===== config.mk =====
export PLATFORM = sky130hd
export DESIGN_NAME = pll_lock_rst_gen
export DESIGN_NICKNAME = d
export VERILOG_FILES = /design/src/rtl/pll_lock_rst_gen.sv
export SDC_FILE = /design/constraint.sdc
export NUM_CORES = 1
export LEC_CHECK = 0
export CAP_MARGIN = 10
export CORE_ASPECT_RATIO = 1.25
export CORE_MARGIN = 2
export CORE_UTILIZATION = 50
export DETAILED_ROUTE_END_ITERATION = 7
export PLACE_DENSITY = 0.76
export SLEW_MARGIN = 40
export SYNTH_ARGS = -nofsm -noshare
export SYNTH_HDL_FRONTEND = slang
export SYNTH_SLANG_ARGS = --single-unit

===== constraint.sdc =====
create_clock -name clkin1 -period 2.6 [get_ports clkin1]
set_input_delay 0.26 -clock clkin1 [delete_from_list [all_inputs] [get_ports clkin1]]
set_output_delay 0.26 -clock clkin1 [all_outputs]
set_load 0.02 [all_outputs]

===== src/rtl/pll_lock_rst_gen.sv =====
// PLL lock supervisor: pulses pll_rst, qualifies pll_lock over a stability window, then releases sys_rst.
// Outputs registered from next state; `define PLL_LOCK_FILTER_EN to ignore lock dropouts shorter than GLITCH_CYCLES.
module pll_lock_rst_gen #(
    parameter int RST_CYCLES    = 16,
    parameter int LOCK_TIMEOUT  = 50000,
    parameter int STABLE_CYCLES = 1024,
    parameter int GLITCH_CYCLES = 4,
    parameter int CNT_W         = 8
) (
    input  logic             clkin1,
    input  logic             rst,
    input  logic             pll_lock,
    output logic             pll_rst,
    output logic             sys_rst,
    output logic             lock_ok,
    output logic [CNT_W-1:0] retry_cnt,
    output logic [CNT_W-1:0] loss_cnt
);

    localparam int MAX_A  = (RST_CYCLES > LOCK_TIMEOUT) ? RST_CYCLES : LOCK_TIMEOUT;
    localparam int MAX_T  = (MAX_A > STABLE_CYCLES) ? MAX_A : STABLE_CYCLES;
    localparam int TMR_W  = $clog2(MAX_T + 1);

    typedef enum logic [1:0] {
        RESET_PLL = 2'd0,
        WAIT_LOCK = 2'd1,
        STABLE    = 2'd2,
        RUN       = 2'd3
    } state_t;

    state_t             state_q, state_d;
    logic [TMR_W-1:0]   tmr_q, tmr_d;
    logic               sync1_q, sync1_d;
    logic               lock_s_q, lock_s_d;
    logic [CNT_W-1:0]   retry_q, retry_d;
    logic [CNT_W-1:0]   loss_q, loss_d;
    logic               pll_rst_q, pll_rst_d;
    logic               sys_rst_q, sys_rst_d;
    logic               lock_ok_q, lock_ok_d;
    logic               loss_det;

`ifdef PLL_LOCK_FILTER_EN
    localparam int GCNT_W = $clog2(GLITCH_CYCLES + 1);
    logic [GCNT_W-1:0]  gcnt_q, gcnt_d;

    // Consecutive low lock samples while running; the GLITCH_CYCLES-th one is a loss.
    always_comb begin
        gcnt_d   = '0;
        loss_det = 1'b0;
        if (state_q == RUN && !lock_s_q) begin
            gcnt_d   = gcnt_q + GCNT_W'(1);
            loss_det = (gcnt_q == GCNT_W'(GLITCH_CYCLES - 1));
        end
    end

    always_ff @(posedge clkin1) begin
        if (rst) gcnt_q <= '0;
        else     gcnt_q <= gcnt_d;
    end
`else
    always_comb begin
        loss_det = !lock_s_q;
    end
`endif

    always_comb begin
        sync1_d  = pll_lock;
        lock_s_d = sync1_q;
        state_d  = state_q;
        tmr_d    = tmr_q + TMR_W'(1);
        retry_d  = retry_q;
        loss_d   = loss_q;

        case (state_q)
            RESET_PLL: begin
                if (tmr_q == TMR_W'(RST_CYCLES - 1)) state_d = WAIT_LOCK;
            end
            WAIT_LOCK: begin
                // A lock sample in the timeout cycle takes priority over the retry.
                if (lock_s_q) begin
                    state_d = STABLE;
                end else if (tmr_q == TMR_W'(LOCK_TIMEOUT - 1)) begin
                    state_d = RESET_PLL;
                    if (retry_q != '1) retry_d = retry_q + CNT_W'(1);
                end
            end
            STABLE: begin
                if (!lock_s_q)                                 state_d = WAIT_LOCK;
                else if (tmr_q == TMR_W'(STABLE_CYCLES - 1))   state_d = RUN;
            end
            RUN: begin
                tmr_d = tmr_q;
                if (loss_det) begin
                    state_d = RESET_PLL;
                    if (loss_q != '1) loss_d = loss_q + CNT_W'(1);
                end
            end
            default: state_d = RESET_PLL;
        endcase

        if (state_d != state_q) tmr_d = '0;

        pll_rst_d = (state_d == RESET_PLL);
        sys_rst_d = (state_d != RUN);
        lock_ok_d = (state_d == RUN);
    end

    always_ff @(posedge clkin1) begin
        if (rst) begin
            state_q   <= RESET_PLL;
            tmr_q     <= '0;
            sync1_q   <= 1'b0;
            lock_s_q  <= 1'b0;
            retry_q   <= '0;
            loss_q    <= '0;
            pll_rst_q <= 1'b1;
            sys_rst_q <= 1'b1;
            lock_ok_q <= 1'b0;
        end else begin
            state_q   <= state_d;
            tmr_q     <= tmr_d;
            sync1_q   <= sync1_d;
            lock_s_q  <= lock_s_d;
            retry_q   <= retry_d;
            loss_q    <= loss_d;
            pll_rst_q <= pll_rst_d;
            sys_rst_q <= sys_rst_d;
            lock_ok_q <= lock_ok_d;
        end
    end

    assign pll_rst   = pll_rst_q;
    assign sys_rst   = sys_rst_q;
    assign lock_ok   = lock_ok_q;
    assign retry_cnt = retry_q;
    assign loss_cnt  = loss_q;

endmodule


==> results of run 1 <==
[routing by layer]
metal  up-vias  global-route usage
met3         4             0.05634
met5         -                   0
met1       696              0.2288
li1        765                   -
met2        26              0.2995
met4         0             0.06420
[report_power, final]
group          switching [mW]  leakage (nW)  internal [mW]  total, mW
Combinational          0.0180         0.416         0.0145     0.0326
Sequential            0.00533         0.315          0.603      0.608
Clock                   0.198        0.0422          0.188      0.386
[cell type report]
type                       count  area (um^2)
clock buffer                   7        76.32
clock inverter                 1        5.005
fill                         322         1505
inverter                       4        15.01
multi-input combinational    151         1104
sequential                    39        780.7
tap                           40        50.05
timing repair buffer          22        217.7
[kinds of logic (layout without fill, tap and decap cells)]
kind of cell / Yosys count / in the layout / share of synthesized area
buffers and inverters: 10 / 34 / 0.03151
adder cells (fa/ha/maj): 3 / 3 / 0.01929
multiplexers: 3 / 3 / 0.01543
AND/OR/NAND/NOR: 96 / 96 / 0.3029
XOR/XNOR: 23 / 23 / 0.1035
flip-flops: 39 / 39 / 0.4013
AO/OA/AOI/OAI: 26 / 26 / 0.1261
[flip-flops by register name, summed over array words and instances (netlist names)]
| register | flops |
|---|---|
| state_q | 2 |
| lock_s_q | 1 |
| tmr_q | 16 |
| sys_rst | 1 |
| lock_s_d | 1 |
| loss_cnt | 8 |
| pll_rst | 1 |
| lock_ok | 1 |
| retry_cnt | 8 |
[worst reg2reg max path, stage by stage (launching register included)]
cell and delay [ps]:
dfxtp_1 360, ha_1 250, and2_1 190, a311oi_4 460
nand3_1 210, or3_1 350, a21oi_1 140
[cells in the final DEF, fill, tap and decap left out, drive strengths merged, types with 2 or more instances in the layout]
master,Yosys,routed
a211oi,2,2
a21oi,6,6
a311oi,2,2
and2,4,4
and3,4,4
and4,5,5
clkbuf,2,7
clkdlybuf4s50,0,21
dfxtp,39,39
ha,3,3
inv,4,4
mux2i,3,3
nand2,13,13
nand3,9,9
nand4,7,7
nor2,26,26
nor2b,2,2
nor3,12,12
nor4,2,2
o21ai,8,8
o31ai,2,2
or3,7,7
xnor2,13,13
xor2,10,10
[path summary, 6_finish.rpt]
check                   start     endpoint  slack (ps)  cells past startpoint
setup / recovery  loss_cnt[0]  loss_cnt[7]         590                      6
hold / removal       lock_s_d     lock_s_q         450                      1
setup reg to reg  loss_cnt[0]  loss_cnt[7]         590                      6
hold reg to reg      lock_s_d     lock_s_q         450                      1
[per-stage QoR]
| step | worst slack, ps | hold slack, ps |
|---|---|---|
| floorplan | 699.7 | 345.3 |
| global placement | 707.1 | 415.6 |
| detailed placement | 648.8 | 432.7 |
| CTS | 592.4 | 456.7 |
| global route | 483.4 | 484.7 |
| finish | 593.8 | 449.3 |
==> reports/results.ini, run 1 <==
[setup_path]
worst_ep_arrival_time_ps=2230
cp-end-kind=flop
critical-path-slowest-cell=a311oi_4
critical-path-top-delay-family=simple AND/OR/NAND/NOR gates
cp.required_ps=2830
cp.buffers_inverters=0
worstSetupPathType=flop to flop
max_stage_delay_ps=460
critPathMaxFanout=7
crit_chain=ha_1 -> and2_1 -> a311oi_4 -> nand3_1 -> or3_1 -> a21oi_1
critPathLaunchType=flop

[final_layout]
fin_nets=229
final_core_util=0.5990
final_cells=264
post_route_cells_drive_above_1_share=0.1295
antenna_cells=0
fin_area_um2=2248
layout-area-overhead-vs-synth_pct=15.56

[placed_design]
port_buffers=21
dpl_cell_area_um2=2167
dpl.hpwl_um=2534
gp_congestion=0.9223
dp.cells=256

[clocking]
insertion_delay_ps=290
clock-sinks=39
tritoncts=built
clk_path_buf_depth=2
cts_resized=0
post_cts_buffers=0
cts_hold_buf=0
numCtsBuffers=5
h-tree-depth=2
clkTransAtPathRegs_ps=70
clock-root-buffer=clkbuf_8

[flow_run]
maxCapViolations=0

[power_and_ir_drop]
finalPower_mw=1.027
power.density_nw_per_um2=456.6
total_leakage_power_nw=0.7737
ir_drop_v=0.0003344

[logic_synthesis]
synthFlopType=dfxtp_1
synth_warnings=0
syn_nets=206
yosysTopAreaCellShare=0.4013
syn-cell-area_um2=1946
yosysMostFrequentCell=dfxtp_1
async_flop_share=0
synth-seq-cells=39
seq_area_frac_synth=0.4013
yosysUniqueCellTypes=44
syn_avg_cell_area_um2=9.728
synth_edf_count=0
yosys.area.top_type=dfxtp_1
synth_common_cells=dfxtp_1, nor2_1, xnor2_1, nand2_1, xor2_1
synth_top_cells_by_area=dfxtp_1, xnor2_1, nor2_1
syn_inst=200

[floorplanning]
start_util=0.5183
std_cell_rows=25
die_w_um=59.80
dieArea_um2=4410
pin_count=22
core_area_um2=3754
die_h_um=73.75

[grt]
grt_pass1_vias=1444
grt_use_total=0.1845
grt_max_degree=17
grt_pass1_wl_um=6223
overflow=0
antenna_found_initial=0

[timing]
slew_violations=0
finalSetupViolCount=0
tightest_slew_ps=482.9
relSlewSlack=0.6772
setup_tns_ps=0
fin_crit_ps=2006
period_share=0.7716
worst_clock_skew_ps=6.640
hold_viol_final=0
fmax_mhz=498.5
rsz0062_at_grt=false

[routing]
met2_length_um=1700
wirelength_um=3496
detail-route-antenna-nets=0
wl_per_cell_um=13.24
vias_per_cell=5.648
drc_errors=0
top_layer=met4
drt_iter0_markers=45
drt_pass1_iterations=4
routed-wl-met3_um=138
via_count=1491
met1_length_um=1613

[worst_hold_path]
min_path_type=flop to flop

[run_status]
status=finished clean

Power figures use the tool's default switching activity.
==> run 2, diff against run 1 <==
==> constraint.sdc (replaced) <==
create_clock -name clkin1 -period 1.91 [get_ports clkin1]
set_input_delay 0.191 -clock clkin1 [delete_from_list [all_inputs] [get_ports clkin1]]
set_output_delay 0.191 -clock clkin1 [all_outputs]
set_load 0.02 [all_outputs]
==> run 2 against run 1 <==
Effect of this change:
- critical path depth decreased by 1
- core utilization increased by 4.7 points
- routed wire length increased by 12%
- worst setup slack got worse by 530 ps
- cell area increased by 7.9%
- clock skew decreased by 3.0 ps
- power increased by 65%
- highest routed layer unchanged
- die area unchanged
- largest cell class unchanged
- non-clock buffer count increased by 15
- count of clock-buffer cells in the layout decreased by 1
- sequential power increased by 36%
==> reports/results.ini, run 2 (synthesis results as in run 1) <==
[run_status]
status=finished clean

[setup_path]
crit_chain=nand2_1 -> or4_4 -> o31ai_4 -> o221a_4 -> nor3_2
max_stage_delay_ps=510
r2r_start=tmr_q[9]
crit_start=tmr_q[9]
critPathMaxFanout=8
cp-end-kind=flop
cp.buffers_inverters=0
reg2reg_slack_ps=70
critPathLaunchType=flop
critical-path-slowest-cell=or4_4
r2r_cells=5
cp.required_ps=2090
worstSetupPathType=flop to flop
r2r-end=tmr_q[9]
worst_ep_arrival_time_ps=2030
critical-path-top-delay-family=simple AND/OR/NAND/NOR gates

[grt]
grt_pass1_vias=1498
grt_pass1_wl_um=6665
grt_use_total=0.2004
overflow=0
grt_max_degree=17
antenna_found_initial=0

[final_layout]
final_core_util=0.6463
largest_register_ffs=16
multiInputGateArea_um2=1105
antenna_cells=0
fin_nets=244
layout-area-overhead-vs-synth_pct=24.69
fillers=329
post_route_cells_drive_above_1_share=0.1925
final_common_cell=dfxtp_1
mostFrequentLayoutCells=dfxtp_1, nor2_1, clkdlybuf4s50_1
seqCellArea_um2=780.7
regMostFlops=tmr_q

[timing]
slew_violations=0
rsz0062_at_grt=false
hold_viol_final=0
tightest_slew_ps=380.7
setup_tns_ps=0
period_share=0.9647
finalSetupViolCount=0
fmax_mhz=542.7
worst_clock_skew_ps=3.658
relSlewSlack=0.7435
fin_crit_ps=1843

[clocking]
clock-sinks=39
insertion_delay_ps=290
clkTransAtPathRegs_ps=80
post_cts_buffers=0
numCtsBuffers=5
clk_path_buf_depth=2
clock-root-buffer=clkbuf_8
h-tree-depth=2
tritoncts=built

[floorplanning]
std_cell_rows=25
pin_count=22
die_w_um=59.80
core_area_um2=3754
start_util=0.5183
die_h_um=73.75
dieArea_um2=4410

[placed_design]
dpl.hpwl_um=2917
port_buffers=21
gp_congestion=0.8043

[routing]
wirelength_um=3914
detail-route-antenna-nets=0
wl_per_cell_um=14.03
via_count=1577
vias_per_cell=5.652
drt_pass1_iterations=4
drt_iter0_markers=105
drc_errors=0

[worst_hold_path]
hold_end=lock_s_q
min_path_type=flop to flop
hold_path_depth=1
worstHoldStart=lock_s_d

[power_and_ir_drop]
ir_drop_v=0.0005488
total_leakage_power_nw=0.8800
power.density_nw_per_um2=697.8

[flow_run]
maxCapViolations=0

## run 2: changes by cell type in the layout (fill, tap and decap cells not counted), sizes merged
cell,change
bufinv,+2
buf,+15
clkbuf,-1
clkinv,-1
## run 2: per-layer routing
| metal | up-vias | share of wire | track usage |
|---|---|---|---|
| li1 | 793 | - | - |
| met1 | 755 | 0.44 | 0.2380 |
| met2 | 21 | 0.51 | 0.3430 |
| met3 | 8 | 0.033 | 0.04401 |
| met4 | 0 | 0.019 | 0.08148 |
| met5 | - | 0 | 0 |
## run 2: area by class of cell
type,instances,share of cell area
clock buffers,6,0.02991
clock inverters,2,0.02475
inverters,4,0.006189
multi-input cells,151,0.4554
flip-flops and latches,39,0.3218
well taps,40,0.02063
repair buffers,37,0.1413
## run 2: worst max path at each step
stage                       end  slack [ps]  depth (start not counted)
floorplan           loss_cnt[7]          10                          6
global placement      tmr_q[10]         150                          5
detailed placement     tmr_q[9]         110                          5
CTS                    tmr_q[9]          90                          5
global route           tmr_q[7]           2                          5
finish                 tmr_q[9]          70                          5
## run 2: repair_timing
item	in CTS	in global routing
gates resized for setup	0	1
hold buffers	0	0
setup endpoints to repair	0	1
## run 2: where the power goes
group | internal, mW | switching (mW) | leakage [nW] | total (mW)
Sequential | 0.820 | 0.00455 | 0.315 | 0.824
Clock | 0.522 | 0.289 | 0.0654 | 0.811
Combinational | 0.0280 | 0.0299 | 0.499 | 0.0579
## run 2: through the flow
| step | power, mW | setup WS, ps | hold slack, ps | area [um^2] | cells |
|---|---|---|---|---|---|
| after detailed placement | 0.9021 | 111.2 | 434.8 | 2292 | 271 |
| after floorplan | 0.8797 | 9.656 | 276.3 | 1946 | 200 |
| after CTS | 1.707 | 91.20 | 447.3 | 2425 | 279 |
| after global routing | 1.747 | 1.823 | 456.7 | 2426 | 279 |
| after global placement | 0.9008 | 146.9 | 418.4 | 2292 | 271 |
| final | 1.693 | 67.39 | 446.6 | 2426 | 279 |
==> run 3, diff against run 2 <==
--- a/config.mk
+++ b/config.mk
@@ -11,6 +11,7 @@
 export CORE_UTILIZATION = 50
 export DETAILED_ROUTE_END_ITERATION = 7
 export PLACE_DENSITY = 0.76
+export REMOVE_ABC_BUFFERS = 1
 export SLEW_MARGIN = 40
 export SYNTH_ARGS = -nofsm -noshare
 export SYNTH_HDL_FRONTEND = slang
==> run 3 against run 2 <==
Effect of this change:
- routed wire length is 3.1% lower
- sequential power barely moved
- die area unchanged
- clock skew up 3.1 ps
- sequential share of layout area grew 1.2 points
- cell area fell by 3.4%
- global-route usage is 0.49 points lower
- hold slack better by 16 ps
- count of clock-buffer cells in the layout did not move
- core utilization is 2.2 points lower
- maximum frequency up 1.5%
==> reports/results.ini, run 3 (synthesis results as in run 1) <==
[run_status]
status=finished clean

[timing]
hold_viol_final=0
relSlewSlack=0.7596
fmax_mhz=551.0
hold_ws_ps=463.1
fin_crit_ps=1815
worst_clock_skew_ps=6.736
finalSetupViolCount=0
slew_violations=0
setup_tns_ps=0
rsz0062_at_grt=false
tightest_slew_ps=359.4
period_share=0.9501

[power_and_ir_drop]
netSwitchingPower_mw=0.2905
p_int_mw=1.090
ir_drop_v=0.0004162
clkPwrFrac=0.362
power.density_nw_per_um2=589.2
seq_power_share=0.597
comb_power_share=0.041
total_leakage_power_nw=0.8370
sw_frac_of_total=0.2104

[final_layout]
fillers=325
final_cells=274
post_route_cells_drive_above_1_share=0.1752
final_common_cell=dfxtp_1
seqCellArea_um2=782.0
mostFrequentLayoutCells=dfxtp_1, nor2_1, clkdlybuf4s50_1
fin_nets=241
fin_area_um2=2344
layout-area-overhead-vs-synth_pct=20.45
regMostFlops=tmr_q
antenna_cells=0
multiInputGateArea_um2=1104
largest_register_ffs=16

[placed_design]
gp_congestion=0.8595
dpl.hpwl_um=2749
port_buffers=21
dpl_cell_area_um2=2270
dp.cells=268

[clocking]
numCtsBuffers=5
clkTransAtPathRegs_ps=70
insertion_delay_ps=280
cts_hold_buf=0
clk_path_buf_depth=2
tritoncts=built
h-tree-depth=2
clock-sinks=39
clock-root-buffer=clkbuf_8

[setup_path]
worst_ep_arrival_time_ps=1980
cp-end-kind=flop
r2r_cells=5
critPathLaunchType=flop
cp.required_ps=2080
r2r_start=tmr_q[5]
crit_start=tmr_q[5]
worstSetupPathType=flop to flop
critPathMaxFanout=5

[routing]
drt_pass1_iterations=4
via_count=1535
drc_errors=0
vias_per_cell=5.602
detail-route-antenna-nets=0
wl_per_cell_um=13.84
wirelength_um=3792
drt_iter0_markers=63

[grt]
grt_use_total=0.1956
grt_pass1_vias=1481
grt_max_degree=20
antenna_found_initial=0
grt_pass1_wl_um=6575
overflow=0

[floorplanning]
std_cell_rows=25
die_w_um=59.80
pin_count=22
core_area_um2=3754
die_h_um=73.75
dieArea_um2=4410
start_util=0.5183

[worst_hold_path]
hold_path_depth=1
worstHoldStart=lock_s_d
min_path_type=flop to flop

[flow_run]
maxCapViolations=0

==> run 3: cell count changes in the layout (fill, tap and decap cells not counted) <==
cell	change
and3_2	-1
dfxtp_1	-1
and3_1	+1
buf_4	-3
bufinv_16	-2
dfxtp_2	+1
==> run 3: power by group through the flow <==
stage	Sequential, mW	Clock, mW	Combinational [mW]
5_1_grt	0.825	0.543	0.0616
3_3_place_gp	0.843	0	0.0556
6_report	0.825	0.500	0.0560
3_5_place_dp	0.844	0	0.0568
2_1_floorplan	0.845	0	0.0276
4_1_cts	0.825	0.513	0.0568
==> run 3: final timing paths <==
kind | end | slack (ps)
worst min register to register | lock_s_q | 460
worst max-delay path | pll_rst | 100
worst min-delay path | lock_s_q | 460
worst max register to register | pll_rst | 100
==> run 3: final cells by class <==
type	instances	area share
flip-flops and latches	39	0.3337
repair buffers	34	0.1367
clock buffers	6	0.03097
multi-input cells	151	0.4709
well taps	40	0.02136
inverters	4	0.006407
==> run 3: critical path, cell delays in order, from the launching register on <==
cell and delay [ps]:
dfxtp_1 460, nand4_4 130, or4_4 440, o31ai_4 270, nor2_1 110, o31a_1 290
==> run 3: what timing repair did <==
item	CTS	global route
resized for setup	0	1
buffers inserted	0	0
setup endpoints to repair	0	2
==> run 3: metal layers <==
| layer | share of wire | up-vias | global-route usage |
|---|---|---|---|
| met1 | 0.45 | 714 | 0.2394 |
| li1 | - | 782 | - |
| met5 | 0 | - | 0 |
| met2 | 0.49 | 28 | 0.3188 |
| met3 | 0.036 | 11 | 0.05106 |
| met4 | 0.026 | 0 | 0.08395 |
==> run 3: stage by stage <==
stage	power (mW)	worst slack [ps]	util
3_5_place_dp	0.9004	118.6	0.6047
4_1_cts	1.395	100.0	0.6240
6_report	1.381	95.23	0.6243
5_1_grt	1.430	21.90	0.6243
3_3_place_gp	0.8987	132.7	0.6047
2_1_floorplan	0.8724	10.45	-
